File: config.mk
export PLATFORM = sky130hd
export DESIGN_NAME = weight_lut_streamer
export DESIGN_NICKNAME = d
export VERILOG_FILES = /design/src/rtl/weight_lut_pkg.sv /design/src/rtl/weight_rom_bank.sv /design/src/rtl/weight_lut_streamer.sv
export SDC_FILE = /design/constraint.sdc
export NUM_CORES = 1
export LEC_CHECK = 0
export ABC_AREA = 1
export ABC_CLOCK_PERIOD_IN_PS = 11750
export CAP_MARGIN = 20
export CELL_PAD_IN_SITES_DETAIL_PLACEMENT = 1
export CELL_PAD_IN_SITES_GLOBAL_PLACEMENT = 1
export CORE_UTILIZATION = 30
export CTS_CLUSTER_SIZE = 30
export DETAILED_ROUTE_END_ITERATION = 6
export HOLD_SLACK_MARGIN = 0.12
export PLACE_DENSITY = 0.59
export SLEW_MARGIN = 20
export SYNTH_ARGS = -nofsm -noshare
export SYNTH_HDL_FRONTEND = slang
export SYNTH_SLANG_ARGS = --single-unit
File: constraint.sdc
create_clock -name clk -period 11.75 [get_ports clk]
set_clock_uncertainty 0.1 [all_clocks]
set_input_delay 3.525 -clock clk [delete_from_list [all_inputs] [get_ports clk]]
set_output_delay 3.525 -clock clk [all_outputs]
set_load 0.1 [all_outputs]
File: src/rtl/weight_lut_pkg.sv
// Shared types and table layout for the weight LUT streamer.
package weight_lut_pkg;

    localparam int unsigned TID_BITS   = 5;
    localparam int unsigned NUM_TABLES = 18;

    typedef enum logic [TID_BITS-1:0] {
        CLASSIFIER_BS = 5'd1,
        CLASSIFIER_WT = 5'd2,
        EMBEDDING_BS  = 5'd3,
        EMBEDDING_WT  = 5'd4,
        CLS_TOKEN     = 5'd5,
        FINAL_BS      = 5'd6,
        FINAL_WT      = 5'd7,
        KEYS_BS       = 5'd8,
        KEYS_WT       = 5'd9,
        QUERIES_BS    = 5'd10,
        QUERIES_WT    = 5'd11,
        VALUES_BS     = 5'd12,
        VALUES_WT     = 5'd13,
        MLP0_BS       = 5'd14,
        MLP0_WT       = 5'd15,
        MLP1_BS       = 5'd16,
        MLP1_WT       = 5'd17,
        PS_WT         = 5'd18
    } table_id_e;

    typedef enum logic [2:0] {
        StIdle,
        StCheck,
        StErr,
        StFetch,
        StDrain,
        StDone
    } state_e;

    // Entry 0 is the reserved id and holds no data.
    localparam int unsigned TBL_SIZE [NUM_TABLES+1] = '{
        0, 16, 128, 16, 64, 16, 16, 256, 16, 256, 16, 256, 16, 256, 16, 256, 16, 256, 64
    };
    localparam int unsigned TBL_BASE [NUM_TABLES+1] = '{
        0, 0, 16, 144, 160, 224, 240, 256, 512, 528, 784, 800, 1056, 1072, 1328, 1344,
        1600, 1616, 1872
    };

    localparam int unsigned ROM_DEPTH = 1936;
    localparam int unsigned ROM_AW    = $clog2(ROM_DEPTH);
    // Image name used when the bank is swapped for a file-initialised macro.
    localparam string       ROM_INIT_FILE = "weight_rom.mem";

    function automatic logic [31:0] tbl_size(input logic [TID_BITS-1:0] id);
        return (id >= 5'd1 && id <= 5'd18) ? TBL_SIZE[id] : 32'd0;
    endfunction

    function automatic logic [31:0] tbl_base(input logic [TID_BITS-1:0] id);
        return (id >= 5'd1 && id <= 5'd18) ? TBL_BASE[id] : 32'd0;
    endfunction

    // Procedural weight image: entry at global address a.
    function automatic logic [31:0] rom_word(input logic [31:0] addr);
        return (addr * 32'd37 + 32'd11) ^ (addr >> 3);
    endfunction

endpackage

File: src/rtl/weight_rom_bank.sv
// LANES-wide ROM bank with a 1-cycle synchronous read of consecutive entries.
module weight_rom_bank
    import weight_lut_pkg::*;
#(
    parameter int unsigned DATA_WIDTH = 8,
    parameter int unsigned LANES      = 4,
    parameter int unsigned ADDR_WIDTH = ROM_AW
) (
    input  logic                          i_clk,
    input  logic                          i_rd_en,
    input  logic [ADDR_WIDTH-1:0]         i_rd_addr,
    output logic [LANES*DATA_WIDTH-1:0]   o_rd_data
);

    logic [LANES*DATA_WIDTH-1:0] r_data;

    // Register LANES consecutive entries starting at the requested address.
    always_ff @(posedge i_clk) begin
        if (i_rd_en) begin
            for (int k = 0; k < LANES; k++) begin
                r_data[k*DATA_WIDTH +: DATA_WIDTH] <=
                    DATA_WIDTH'(rom_word(32'(i_rd_addr) + 32'(k)));
            end
        end
    end

    assign o_rd_data = r_data;

endmodule

File: src/rtl/weight_lut_streamer.sv
// Command-driven weight streamer: range-checks a table request, then streams
// LANES entries per beat over valid/ready through a 2-entry skid FIFO.
module weight_lut_streamer
    import weight_lut_pkg::*;
#(
    parameter int unsigned DATA_WIDTH = 8,
    parameter int unsigned LANES      = 4,
    parameter int unsigned TID_WIDTH  = 5,
    parameter int unsigned IDX_WIDTH  = 16,
    parameter int unsigned LEN_WIDTH  = 12
) (
    input  logic                          clk,
    input  logic                          rst,
    input  logic                          start,
    input  logic [TID_WIDTH-1:0]          table_id,
    input  logic [IDX_WIDTH-1:0]          base_idx,
    input  logic [LEN_WIDTH-1:0]          len,
    output logic                          busy,
    output logic [LANES*DATA_WIDTH-1:0]   out_data,
    output logic                          out_valid,
    input  logic                          out_ready,
    output logic                          out_last,
    output logic                          done,
    output logic                          err
);

    localparam int unsigned EXT_WIDTH = IDX_WIDTH + LEN_WIDTH + 2;
    localparam int unsigned BEAT_W    = LANES * DATA_WIDTH;

    state_e                 r_state;
    state_e                 w_state_next;

    logic [TID_WIDTH-1:0]   r_cmd_id;
    logic [IDX_WIDTH-1:0]   r_cmd_base;
    logic [LEN_WIDTH-1:0]   r_cmd_len;
    logic [ROM_AW-1:0]      r_addr;
    logic [LEN_WIDTH-1:0]   r_issue_cnt;
    logic                   r_rd_vld;
    logic                   r_rd_last;

    logic [BEAT_W-1:0]      r_fifo_data [2];
    logic                   r_fifo_last [2];
    logic                   r_wr_ptr;
    logic                   r_rd_ptr;
    logic [1:0]             r_count;

    logic                   w_id_ok;
    logic [EXT_WIDTH-1:0]   w_end;
    logic [EXT_WIDTH-1:0]   w_tbl_size;
    logic                   w_cmd_err;
    logic [ROM_AW-1:0]      w_start_addr;
    logic                   w_credit_ok;
    logic                   w_issue;
    logic                   w_issue_last;
    logic [BEAT_W-1:0]      w_rom_data;
    logic                   w_fifo_empty;
    logic                   w_push;
    logic                   w_pop;
    logic [BEAT_W-1:0]      w_head_data;
    logic                   w_head_last;

    weight_rom_bank #(
        .DATA_WIDTH (DATA_WIDTH),
        .LANES      (LANES),
        .ADDR_WIDTH (ROM_AW)
    ) u_rom (
        .i_clk      (clk),
        .i_rd_en    (w_issue),
        .i_rd_addr  (r_addr),
        .o_rd_data  (w_rom_data)
    );

    // Range check in widened arithmetic so base + len*LANES cannot wrap.
    always_comb begin
        w_id_ok      = (r_cmd_id != '0) && (r_cmd_id <= TID_WIDTH'(NUM_TABLES));
        w_tbl_size   = EXT_WIDTH'(tbl_size(TID_BITS'(r_cmd_id)));
        w_end        = EXT_WIDTH'(r_cmd_base) + EXT_WIDTH'(r_cmd_len) * EXT_WIDTH'(LANES);
        w_cmd_err    = !w_id_ok || (r_cmd_len == '0) || (w_end > w_tbl_size);
        w_start_addr = ROM_AW'(tbl_base(TID_BITS'(r_cmd_id)) + 32'(r_cmd_base));
        // A read may issue only if its beat is guaranteed a FIFO slot on arrival.
        w_credit_ok  = (r_count == 2'd0) || ((r_count == 2'd1) && !r_rd_vld);
        w_issue      = (r_state == StFetch) && w_credit_ok;
        w_issue_last = (r_issue_cnt == r_cmd_len - LEN_WIDTH'(1));
    end

    // State register.
    always_ff @(posedge clk) begin
        if (rst) begin
            r_state <= StIdle;
        end else begin
            r_state <= w_state_next;
        end
    end

    // Next-state logic.
    always_comb begin
        w_state_next = r_state;
        unique case (r_state)
            StIdle:  if (start) w_state_next = StCheck;
            StCheck: w_state_next = w_cmd_err ? StErr : StFetch;
            StErr:   w_state_next = StIdle;
            StFetch: if (w_issue && w_issue_last) w_state_next = StDrain;
            StDrain: if (out_valid && out_ready && out_last) w_state_next = StDone;
            StDone:  w_state_next = StIdle;
            default: w_state_next = StIdle;
        endcase
    end

    // FSM outputs.
    always_comb begin
        busy = (r_state != StIdle);
        done = (r_state == StDone) || (r_state == StErr);
        err  = (r_state == StErr);
    end

    // Command latch, address/beat counters and read-in-flight tracking.
    always_ff @(posedge clk) begin
        if (rst) begin
            r_cmd_id    <= '0;
            r_cmd_base  <= '0;
            r_cmd_len   <= '0;
            r_addr      <= '0;
            r_issue_cnt <= '0;
            r_rd_vld    <= 1'b0;
            r_rd_last   <= 1'b0;
        end else begin
            if (r_state == StIdle && start) begin
                r_cmd_id   <= table_id;
                r_cmd_base <= base_idx;
                r_cmd_len  <= len;
            end
            if (r_state == StCheck) begin
                r_addr      <= w_start_addr;
                r_issue_cnt <= '0;
            end else if (w_issue) begin
                r_addr      <= r_addr + ROM_AW'(LANES);
                r_issue_cnt <= r_issue_cnt + LEN_WIDTH'(1);
            end
            r_rd_vld  <= w_issue;
            r_rd_last <= w_issue && w_issue_last;
        end
    end

    // Head of stream: FIFO entry if any, else the ROM beat arriving this cycle.
    always_comb begin
        w_fifo_empty = (r_count == 2'd0);
        w_head_data  = w_fifo_empty ? w_rom_data : r_fifo_data[r_rd_ptr];
        w_head_last  = w_fifo_empty ? r_rd_last  : r_fifo_last[r_rd_ptr];
        out_valid    = !w_fifo_empty || r_rd_vld;
        out_data     = out_valid ? w_head_data : '0;
        out_last     = out_valid && w_head_last;
        w_push       = r_rd_vld && !(w_fifo_empty && out_ready);
        w_pop        = !w_fifo_empty && out_ready;
    end

    // Skid FIFO storage and pointers.
    always_ff @(posedge clk) begin
        if (rst) begin
            r_wr_ptr <= 1'b0;
            r_rd_ptr <= 1'b0;
            r_count  <= 2'd0;
        end else begin
            if (w_push) begin
                r_fifo_data[r_wr_ptr] <= w_rom_data;
                r_fifo_last[r_wr_ptr] <= r_rd_last;
                r_wr_ptr              <= ~r_wr_ptr;
            end
            if (w_pop) begin
                r_rd_ptr <= ~r_rd_ptr;
            end
            r_count <= r_count + 2'(w_push) - 2'(w_pop);
        end
    end

endmodule
==> results.sh, run 1 <==
export IMPL_dieArea_um2=37900
export IMPL_ys_types=48
export IMPL_nets=1513
export IMPL_ant_nets=0
export IMPL_worst_slack_ns=4.80
export IMPL_syn_inst=1304
export IMPL_swShare_pct=52.1
export IMPL_crit_path_max_fanout=35
export IMPL_clock_power_share_pct=16.4
export IMPL_grt_remaining_overflow=0
export IMPL_cts_tree="done"
export IMPL_final_area_um2=13000
export IMPL_synth_top_cells_by_area="edfxtp_1 (26%), ha_1 (12%), dfxtp_1 (12%), inv_1 (7.7%), o21ai_0 (6.4%)"
export IMPL_hp_class="reg2reg"
export IMPL_worst_path_max_delay_cell="clkdlybuf4s50_1"
export IMPL_avgViaCountPerCell=4.63
export IMPL_io_buffers=73
export IMPL_power_density_nw_per_um2=280
export IMPL_instances_no_fill=1843
export IMPL_placed_cell_area_um2=12300
export IMPL_path_clk_slew_ns=0.07
export IMPL_ios=74
export IMPL_gp_congestion=0.810
export IMPL_dpl_worst_slack_ns=5.15
export IMPL_drtPass1Iterations=4
export IMPL_hold_buffers=0
export IMPL_synth_largest_area_cell="edfxtp_1"
export IMPL_root_buffer="clkbuf_16"
export IMPL_end_kind="primary output"
export IMPL_die_h_um=195
export IMPL_cp_common_cell="o21ai_0"
export IMPL_p_sw_mw=1.89
export IMPL_drive_gt1_share_pct=8.22
export IMPL_synth_edf_count=98
export IMPL_syn_nets=1455
export IMPL_cts_setup_buffers=0
export IMPL_p_int_mw=1.74
export IMPL_synth_area_um2=11100
export IMPL_seq_power_share_pct=21.8
export IMPL_ys_warnings_count=0
export IMPL_met3_usage_pct=2.22
export IMPL_cts_sinks=164
export IMPL_fin_tns_setup_ns=0
export IMPL_drv_cap=0
export IMPL_irDropWorstVdd_mv=0.170
export IMPL_met1_usage_pct=20.9
export IMPL_crit_type="reg2out"
export IMPL_utilization_pct=35.5
export IMPL_grt_max_degree=70
export IMPL_top_usage_layer="met2"
export IMPL_grtUsageMet2_pct=26.6
export IMPL_drc=0
export IMPL_pwr_share_comb_pct=61.9
export IMPL_cts_htree_levels=4
export IMPL_cp_required_ns=8.12
export IMPL_dp_cells=1810
export IMPL_die_w_um=195
export IMPL_drt_wl_total_um=28800
export IMPL_yosysSeqAreaShare_pct=38.3
export IMPL_antenna_found_initial=0
export IMPL_cts_buffers=17
export IMPL_worstMarginPinSlew_ns=1.02
export IMPL_drt_iter0_drc=281
export IMPL_hpwl_um=22200
export IMPL_drt_wirelength_per_cell_um=15.6
export IMPL_outcome="complete, no violations"
export IMPL_core_um2=36600
export IMPL_vias=8537
export IMPL_worstPathArrival_ns=3.33
export IMPL_synth_top_cell_area_share_pct=26.4
export IMPL_crit_chain="clkinv_1 > o21ai_0 > o21ai_0 > inv_1 > clkdlybuf4s50_1"
export IMPL_timing_fmax_mhz=144
export IMPL_rsz0062_at_grt="no"
export IMPL_power_mw=3.64
export IMPL_synth_seq_cells=164
export IMPL_setup_worst_path_start_class="flop"
export IMPL_hold_viol_final=0
export IMPL_hold_ws_ns=0.353
export IMPL_antennaDiodeCount=0
export IMPL_asyncSetResetFlopFracSynth_pct=0
export IMPL_grt_pass1_wl_um=47100
export IMPL_finalCriticalPeriod_ns=6.95
export IMPL_grt_pass1_vias=8879
export IMPL_clk_latency_ns=0.44
export IMPL_grtUsageTotal_pct=15.7
export IMPL_slew_violations=0
export IMPL_period_share_pct=59.2
export IMPL_post_cts_resized=0
export IMPL_fillers=4304
export IMPL_clockBufferDepth=2
export IMPL_setup_viol=0
export IMPL_syn_area_per_cell_um2=8.54
export IMPL_ys_flop_type="edfxtp_1"
export IMPL_p_leak_nw=5.78
export IMPL_slew_headroom_pct=31.7
export IMPL_synthToLayoutAreaGrowth_pct=16.6
export IMPL_rows=70
export IMPL_start_util_pct=30.4
export IMPL_cpPeakStageDelay_ns=1.13
-- power groups by stage --
stage               clock, mW  sequential (mW)  combinational [mW]
global placement            0            0.803                2.21
finish                  0.595            0.791                2.25
global route            0.634            0.799                2.46
floorplan                   0            0.757                1.78
CTS                     0.615            0.792                2.27
detailed placement          0            0.805                2.26
-- cells in the final DEF, fill, tap and decap left out, drive strengths merged, types with 6 or more instances in the layout --
cell type | netlist | final
inv | 237 | 243
nand2 | 188 | 188
o21ai | 146 | 146
ha | 106 | 106
edfxtp | 98 | 98
a21oi | 85 | 85
nor2 | 75 | 75
clkdlybuf4s50 | 0 | 73
xor2 | 73 | 73
dfxtp | 66 | 66
nand3 | 46 | 46
xnor2 | 34 | 34
mux2 | 32 | 32
clkbuf | 32 | 17
nor3 | 14 | 14
nand4 | 12 | 12
fa | 8 | 8
buf | 8 | 6
-- cell type report --
class,instances,area (µm²),share of cell area [%]
timing repair buffer,79,788,6.07
sequential,164,4260,32.9
inverter,237,892,6.87
clock buffer,17,425,3.28
tap,468,586,4.51
clock inverter,15,191,1.47
multi-input combinational,863,5830,44.9
-- kinds of logic (layout without fill, tap and decap cells) --
logic type                 count (synthesis)  after routing  synth area share, %
AOI/OAI and AO/OA                        263            263                 12.8
and+or+nand+nor                          345            345                 13.5
xor gates and xnor gates                 109            109                 9.33
DFF                                      164            164                 38.3
muxes                                     32             32                 3.24
adders and majority gates                114            114                 13.3
buffers and inverters                    277            348                 9.51
-- sequential cells by signal (all words and copies together), names as in the netlist, 3 cells and up, named ones only --
signal,count
r_addr,11
r_issue_cnt,12
r_fifo_data,64
r_cmd_id,5
u_rom.o_rd_data,32
r_state,3
r_cmd_len,12
r_cmd_base,16
-- synthesized netlist by cell type (3+ instances only) --
| library cell | count |
|---|---|
| o21ai_0 | 143 |
| xnor2_1 | 34 |
| nor2_4 | 3 |
| a21oi_1 | 85 |
| inv_2 | 8 |
| mux2_2 | 32 |
| a21o_1 | 5 |
| or2_2 | 4 |
| edfxtp_1 | 98 |
| nand4_1 | 11 |
| nor4_1 | 3 |
| dfxtp_1 | 66 |
| o21bai_1 | 5 |
| xor2_2 | 5 |
| nand2_2 | 7 |
| nor2_1 | 70 |
| xor2_1 | 67 |
| clkbuf_1 | 31 |
| a31oi_1 | 4 |
| inv_1 | 228 |
| nor3_2 | 3 |
| o211ai_1 | 4 |
| nand3_1 | 46 |
| ha_1 | 106 |
| o221ai_1 | 5 |
| buf_2 | 6 |
| fa_1 | 8 |
| nor3_1 | 10 |
| nand2_1 | 181 |
-- final timing paths --
kind / startpoint / to / slack, ns / cells past startpoint
min reg2reg: r_rd_ptr$_SDFFE_PP0P_ / flop / 0.35 / 1
max: r_rd_vld$_SDFF_PP0_ / out_last / 4.80 / 5
min: r_rd_ptr$_SDFFE_PP0P_ / flop / 0.35 / 1
max reg2reg: r_addr[2]$_SDFFE_PP0P_ / u_rom.o_rd_data[23]$_DFFE_PP_ / 6.64 / 18
-- critical path: cells and delay by family, from the launching register on --
family / cells / cell delay [ns]
AO/OA/AOI/OAI: 2 / 0.59
flip-flops: 1 / 0.33
buffers and inverters: 3 / 1.96
-- layer usage --
| metal | share of wire (%) | vias to the layer above |
|---|---|---|
| met5 | 0 | - |
| met4 | 1.3 | 0 |
| met3 | 2.2 | 23 |
| met2 | 47 | 88 |
| met1 | 50 | 4004 |
| li1 | - | 4422 |
Power figures use the tool's default switching activity.
==> run 2, diff against run 1 <==
--- a/config.mk
+++ b/config.mk
@@ -6,7 +6,7 @@
 export NUM_CORES = 1
 export LEC_CHECK = 0
 export ABC_AREA = 1
-export ABC_CLOCK_PERIOD_IN_PS = 11750
+export ABC_CLOCK_PERIOD_IN_PS = 6300
 export CAP_MARGIN = 20
 export CELL_PAD_IN_SITES_DETAIL_PLACEMENT = 1
 export CELL_PAD_IN_SITES_GLOBAL_PLACEMENT = 1
@@ -14,7 +14,7 @@
 export CTS_CLUSTER_SIZE = 30
 export DETAILED_ROUTE_END_ITERATION = 6
 export HOLD_SLACK_MARGIN = 0.12
-export PLACE_DENSITY = 0.59
+export PLACE_DENSITY = 0.61
 export SLEW_MARGIN = 20
 export SYNTH_ARGS = -nofsm -noshare
 export SYNTH_HDL_FRONTEND = slang
==> constraint.sdc (replaced) <==
create_clock -name clk -period 6.3 [get_ports clk]
set_clock_uncertainty 0.1 [all_clocks]
set_input_delay 1.89 -clock clk [delete_from_list [all_inputs] [get_ports clk]]
set_output_delay 1.89 -clock clk [all_outputs]
set_load 0.1 [all_outputs]
==> run 2 against run 1 <==
Effect of this change: critical path depth unchanged; worst hold slack improved by 0.0036 ns; largest cell class unchanged; clock power up 83%; register-to-register slack lost 5.1 ns; highest routed layer unchanged; first-iteration DRC count grew 13%; utilization is 0.062 points higher; sequential power rose by 85%; sequential share of layout area down 0.057 points.
==> results.sh, run 2 (synthesis gave the netlist of run 1 again) <==
export IMPL_hold_buffers=0
export IMPL_drt_wirelength_per_cell_um=15.7
export IMPL_endpoint="out_data[22]"
export IMPL_finalCriticalPeriod_ns=5.16
export IMPL_avgViaCountPerCell=4.67
export IMPL_power_density_nw_per_um2=520
export IMPL_grtUsageTotal_pct=16.0
export IMPL_ios=74
export IMPL_grt_pass1_vias=9010
export IMPL_worstMarginPinSlew_ns=0.986
export IMPL_slew_headroom_pct=34.0
export IMPL_dieArea_um2=37900
export IMPL_clk_latency_ns=0.46
export IMPL_rsz0062_at_grt="no"
export IMPL_rrSetupSlack_ns=1.55
export IMPL_cts_setup_buffers=0
export IMPL_hp_class="reg2reg"
export IMPL_cp_required_ns=4.31
export IMPL_drc=0
export IMPL_crit_path_max_fanout=43
export IMPL_hpwl_um=22400
export IMPL_final_common_cell="inv_1"
export IMPL_outcome="complete, no violations"
export IMPL_start_util_pct=30.4
export IMPL_nets=1517
export IMPL_hold_viol_final=0
export IMPL_setup_viol=0
export IMPL_crit_type="reg2out"
export IMPL_rows=70
export IMPL_core_um2=36600
export IMPL_ff2ff_path_depth=16
export IMPL_crit_start="r_count[1]$_SDFF_PP0_"
export IMPL_path_clk_slew_ns=0.07
export IMPL_reg2reg_to="u_rom.o_rd_data[22]$_DFFE_PP_"
export IMPL_grt_pass1_wl_um=47500
export IMPL_vias=8617
export IMPL_period_share_pct=81.9
export IMPL_slew_violations=0
export IMPL_timing_fmax_mhz=194
export IMPL_cts_buffers=17
export IMPL_synthToLayoutAreaGrowth_pct=16.8
export IMPL_cts_sinks=164
export IMPL_antenna_found_initial=0
export IMPL_fin_tns_setup_ns=0
export IMPL_antennaDiodeCount=0
export IMPL_die_h_um=195
export IMPL_end_kind="primary output"
export IMPL_grt_remaining_overflow=0
export IMPL_irDropWorstVdd_mv=0.391
export IMPL_clockBufferDepth=2
export IMPL_largest_register_ffs=64
export IMPL_drtPass1Iterations=4
export IMPL_worstPathArrival_ns=3.17
export IMPL_drt_iter0_drc=318
export IMPL_p_leak_nw=5.80
export IMPL_drt_wl_total_um=29100
export IMPL_die_w_um=195
export IMPL_cts_tree="done"
export IMPL_grt_max_degree=54
export IMPL_ant_nets=0
export IMPL_power_mw=6.76
export IMPL_io_buffers=73
export IMPL_drive_gt1_share_pct=8.56
export IMPL_final_cell_mix="inv_1 (228), nand2_1 (181), o21ai_0 (143), ha_1 (106), edfxtp_1 (98)"
export IMPL_cts_htree_levels=4
export IMPL_crit_reg2reg_launch="r_addr[3]$_SDFFE_PP0P_"
export IMPL_root_buffer="clkbuf_16"
export IMPL_largest_register="r_fifo_data"
export IMPL_setup_worst_path_start_class="flop"
export IMPL_drv_cap=0
export IMPL_post_cts_resized=0
export IMPL_gp_congestion=0.822
export IMPL_fillers=4327
-- run 2: changes by cell type in the layout (fill, tap and decap cells not counted), sizes merged --
cell | before | now
bufinv | 2 | 0
clkinvlp | 2 | 0
buf | 6 | 10
inv | 243 | 247
-- run 2: critical path, cell delays in order, from the launching register on --
cell	delay (ns)
dfxtp_1	0.36
nor2_4	0.62
buf_4	0.37
o21ai_0	0.15
inv_1	0.08
clkdlybuf4s50_1	1.12
-- run 2: metrics by stage --
stage	setup slack (ns)	hold slack, ns	area [µm²]	std cells	util [%]
floorplan	1.32	0.326	11100	1304	-
global placement	1.61	0.342	12400	1814	33.8
detailed placement	1.56	0.349	12400	1814	33.8
CTS	1.07	0.361	13000	1846	35.5
global route	0.944	0.382	13000	1847	35.5
finish	1.14	0.357	13000	1847	35.5
-- run 2: final cells by class --
type | instances | area, µm² | area share (%)
Multi-Input combinational cell | 863 | 5830 | 44.9
Sequential cell | 164 | 4260 | 32.8
Inverter | 237 | 892 | 6.86
Timing Repair Buffer | 83 | 813 | 6.25
Tap cell | 468 | 586 | 4.50
Clock buffer | 17 | 425 | 3.27
Clock inverter | 15 | 189 | 1.45
-- run 2: power breakdown --
part / switching [mW] / internal, mW
sequential: 0.135 / 1.33
combinational: 2.90 / 1.31
clock: 0.542 / 0.544
total: 3.58 / 3.18
-- run 2: per-layer routing --
metal  share of wire [%]  GRT usage (%)  up-vias
met2                  47           26.8       93
li1                    -              -     4412
met3                 2.3           2.24       24
met4                 1.6           5.41        0
met5                   0              0        -
met1                  49           21.1     4088
-- run 2: how the worst min path moves through the flow --
stage / slack, ns / cells past startpoint / end / start
floorplan: 0.33 / 0 / r_fifo_last[0]$_DFFE_PP_ / r_rd_last$_SDFF_PP0_
global placement: 0.34 / 2 / r_cmd_base[13]$_SDFFE_PP0P_ / r_cmd_base[13]$_SDFFE_PP0P_
detailed placement: 0.35 / 2 / r_cmd_base[13]$_SDFFE_PP0P_ / r_cmd_base[13]$_SDFFE_PP0P_
CTS: 0.36 / 2 / r_cmd_base[13]$_SDFFE_PP0P_ / r_cmd_base[13]$_SDFFE_PP0P_
global route: 0.38 / 2 / r_cmd_base[13]$_SDFFE_PP0P_ / r_cmd_base[13]$_SDFFE_PP0P_
finish: 0.36 / 2 / r_cmd_base[13]$_SDFFE_PP0P_ / r_cmd_base[13]$_SDFFE_PP0P_
==> run 3, diff against run 2 <==
--- a/config.mk
+++ b/config.mk
@@ -6,7 +6,7 @@
 export NUM_CORES = 1
 export LEC_CHECK = 0
 export ABC_AREA = 1
-export ABC_CLOCK_PERIOD_IN_PS = 6300
+export ABC_CLOCK_PERIOD_IN_PS = 4300
 export CAP_MARGIN = 20
 export CELL_PAD_IN_SITES_DETAIL_PLACEMENT = 1
 export CELL_PAD_IN_SITES_GLOBAL_PLACEMENT = 1
==> constraint.sdc (replaced) <==
create_clock -name clk -period 4.3 [get_ports clk]
set_clock_uncertainty 0.1 [all_clocks]
set_input_delay 1.29 -clock clk [delete_from_list [all_inputs] [get_ports clk]]
set_output_delay 1.29 -clock clk [all_outputs]
set_load 0.1 [all_outputs]
==> run 3 against run 2 <==
Effect of this change: sequential share of layout area is 0.060 points lower; global-route usage hardly changed; count of clock-buffer cells in the layout is 2 higher; flip-flop and latch count stayed put; combinational power is 47% higher; final cell count is 0.87% higher; power is 47% higher; register-to-register slack worse by 1.4 ns; non-clock buffer count is 16 higher; utilization is 0.065 points higher; setup slack worse by 0.97 ns.
==> results.sh, run 3 (synthesis gave the netlist of run 1 again) <==
export IMPL_cp_required_ns=4.40
export IMPL_cts_setup_buffers=0
export IMPL_ant_nets=0
export IMPL_grt_pass1_wl_um=47300
export IMPL_p_leak_nw=5.95
export IMPL_setup_worst_path_start_class="flop"
export IMPL_cts_sinks=164
export IMPL_hold_viol_final=0
export IMPL_nets=1533
export IMPL_cts_tree="done"
export IMPL_antennaDiodeCount=0
export IMPL_antenna_found_initial=0
export IMPL_dieArea_um2=37900
export IMPL_start_util_pct=30.4
export IMPL_gp_congestion=0.823
export IMPL_clockBufferDepth=2
export IMPL_grtUsageTotal_pct=16.0
export IMPL_fin_tns_setup_ns=0
export IMPL_vias=8682
export IMPL_drt_wl_total_um=29100
export IMPL_grt_pass1_vias=9020
export IMPL_fillers=4355
export IMPL_worstMarginPinSlew_ns=0.823
export IMPL_path_clk_slew_ns=0.07
export IMPL_slew_headroom_pct=45.1
export IMPL_drt_wirelength_per_cell_um=15.6
export IMPL_timing_fmax_mhz=242
export IMPL_largest_register_ffs=64
export IMPL_final_area_um2=13000
export IMPL_drive_gt1_share_pct=12.3
export IMPL_root_buffer="clkbuf_16"
export IMPL_cts_htree_levels=4
export IMPL_hold_depth=1
export IMPL_period_share_pct=96.1
export IMPL_rows=70
export IMPL_outcome="complete, no violations"
export IMPL_ff2ff_path_depth=16
export IMPL_grt_max_degree=67
export IMPL_reg2reg_to="u_rom.o_rd_data[15]$_DFFE_PP_"
export IMPL_hpwl_um=22900
export IMPL_drt_iter0_drc=321
export IMPL_io_buffers=73
export IMPL_end_kind="flop"
export IMPL_worstHoldStart="r_rd_ptr$_SDFFE_PP0P_"
export IMPL_worstPathArrival_ns=4.24
export IMPL_crit_type="reg2reg"
export IMPL_setup_viol=0
export IMPL_drc=0
export IMPL_grt_remaining_overflow=0
export IMPL_crit_start="r_addr[2]$_SDFFE_PP0P_"
export IMPL_final_cell_mix="inv_1 (228), nand2_1 (181), o21ai_0 (142), ha_1 (105), edfxtp_1 (98)"
export IMPL_crit_path_max_fanout=3
export IMPL_ios=74
export IMPL_hp_class="reg2reg"
export IMPL_crit_reg2reg_launch="r_addr[2]$_SDFFE_PP0P_"
export IMPL_die_w_um=195
export IMPL_rrSetupSlack_ns=0.17
export IMPL_drv_cap=0
export IMPL_core_um2=36600
export IMPL_die_h_um=195
export IMPL_irDropWorstVdd_mv=0.385
export IMPL_final_common_cell="inv_1"
export IMPL_cts_buffers=17
export IMPL_slew_violations=0
export IMPL_finalCriticalPeriod_ns=4.13
export IMPL_synthToLayoutAreaGrowth_pct=17.0
export IMPL_avgViaCountPerCell=4.66
export IMPL_rsz0062_at_grt="no"
export IMPL_placed_cell_area_um2=12400
export IMPL_clk_latency_ns=0.46
export IMPL_largest_register="r_fifo_data"
export IMPL_power_density_nw_per_um2=760
export IMPL_drtPass1Iterations=4
[run 3: changes by cell type in the layout (fill, tap and decap cells not counted), sizes merged]
cell           previous run  this run
buf                      10        63
clkdlybuf4s50            73        36
inv                     247       241
bufinv                    0         3
clkbuf                   17        19
clkinvlp                  0         2
clkinv                    5         4
[run 3: worst max path at each step]
stage / endpoint
6_report: u_rom.o_rd_data[15]$_DFFE_PP_
5_1_grt: u_rom.o_rd_data[15]$_DFFE_PP_
4_1_cts: u_rom.o_rd_data[23]$_DFFE_PP_
3_5_place_dp: u_rom.o_rd_data[23]$_DFFE_PP_
3_3_place_gp: u_rom.o_rd_data[23]$_DFFE_PP_
2_1_floorplan: u_rom.o_rd_data[31]$_DFFE_PP_
[run 3: metrics by stage]
| stage | power, mW | setup slack [ns] | hold WS, ns | utilization [%] | cells |
|---|---|---|---|---|---|
| floorplan | 6.94 | 0.00849 | 0.326 | - | 1304 |
| detailed placement | 8.39 | 0.147 | 0.352 | 33.9 | 1831 |
| finish | 9.90 | 0.168 | 0.362 | 35.6 | 1863 |
| CTS | 10.1 | 0.0990 | 0.361 | 35.6 | 1863 |
| global placement | 8.29 | 0.229 | 0.338 | 33.9 | 1831 |
| global route | 10.6 | 0.00752 | 0.379 | 35.6 | 1863 |
[run 3: power by group]
part / internal (mW) / total, mW / switching [mW]
Clock: 0.924 / 1.61 / 0.690
Combinational: 1.86 / 6.18 / 4.32
Sequential: 1.95 / 2.11 / 0.159
[run 3: layer usage]
metal	global-route usage, %	vias up	part of all wire (%)
li1	-	4434	-
met1	20.8	4148	49
met2	27.3	85	48
met3	2.71	15	2.1
met4	4.12	0	1.0
met5	0	-	0
[run 3: layout make-up]
| class | count | area (µm²) | share of cell area [%] |
|---|---|---|---|
| clock buffers | 19 | 433 | 3.32 |
| multi-input cells | 863 | 5850 | 44.9 |
| clock inverters | 13 | 173 | 1.33 |
| flip-flops and latches | 164 | 4260 | 32.7 |
| inverters | 237 | 892 | 6.85 |
| repair buffers | 99 | 833 | 6.40 |
| well taps | 468 | 586 | 4.50 |
[run 3: worst max-delay path, stage by stage, from the launching register on]
cell and delay [ns]:
dfxtp_1 0.32, ha_1 0.23, nand2_2 0.12, nor2_4 0.05, or2_2 0.28, o21ai_0 0.20
o21ai_0 0.25, ha_1 0.33, ha_1 0.28, inv_1 0.05, fa_1 0.53, inv_1 0.05
ha_1 0.28, ha_1 0.33, a21o_1 0.20, xor2_1 0.14, xor2_1 0.14
[run 3: repair_timing]
item | CTS | global route
endpoints found under the setup margin | 0 | 2
resized for setup | 0 | 3
hold buffers | 0 | 0
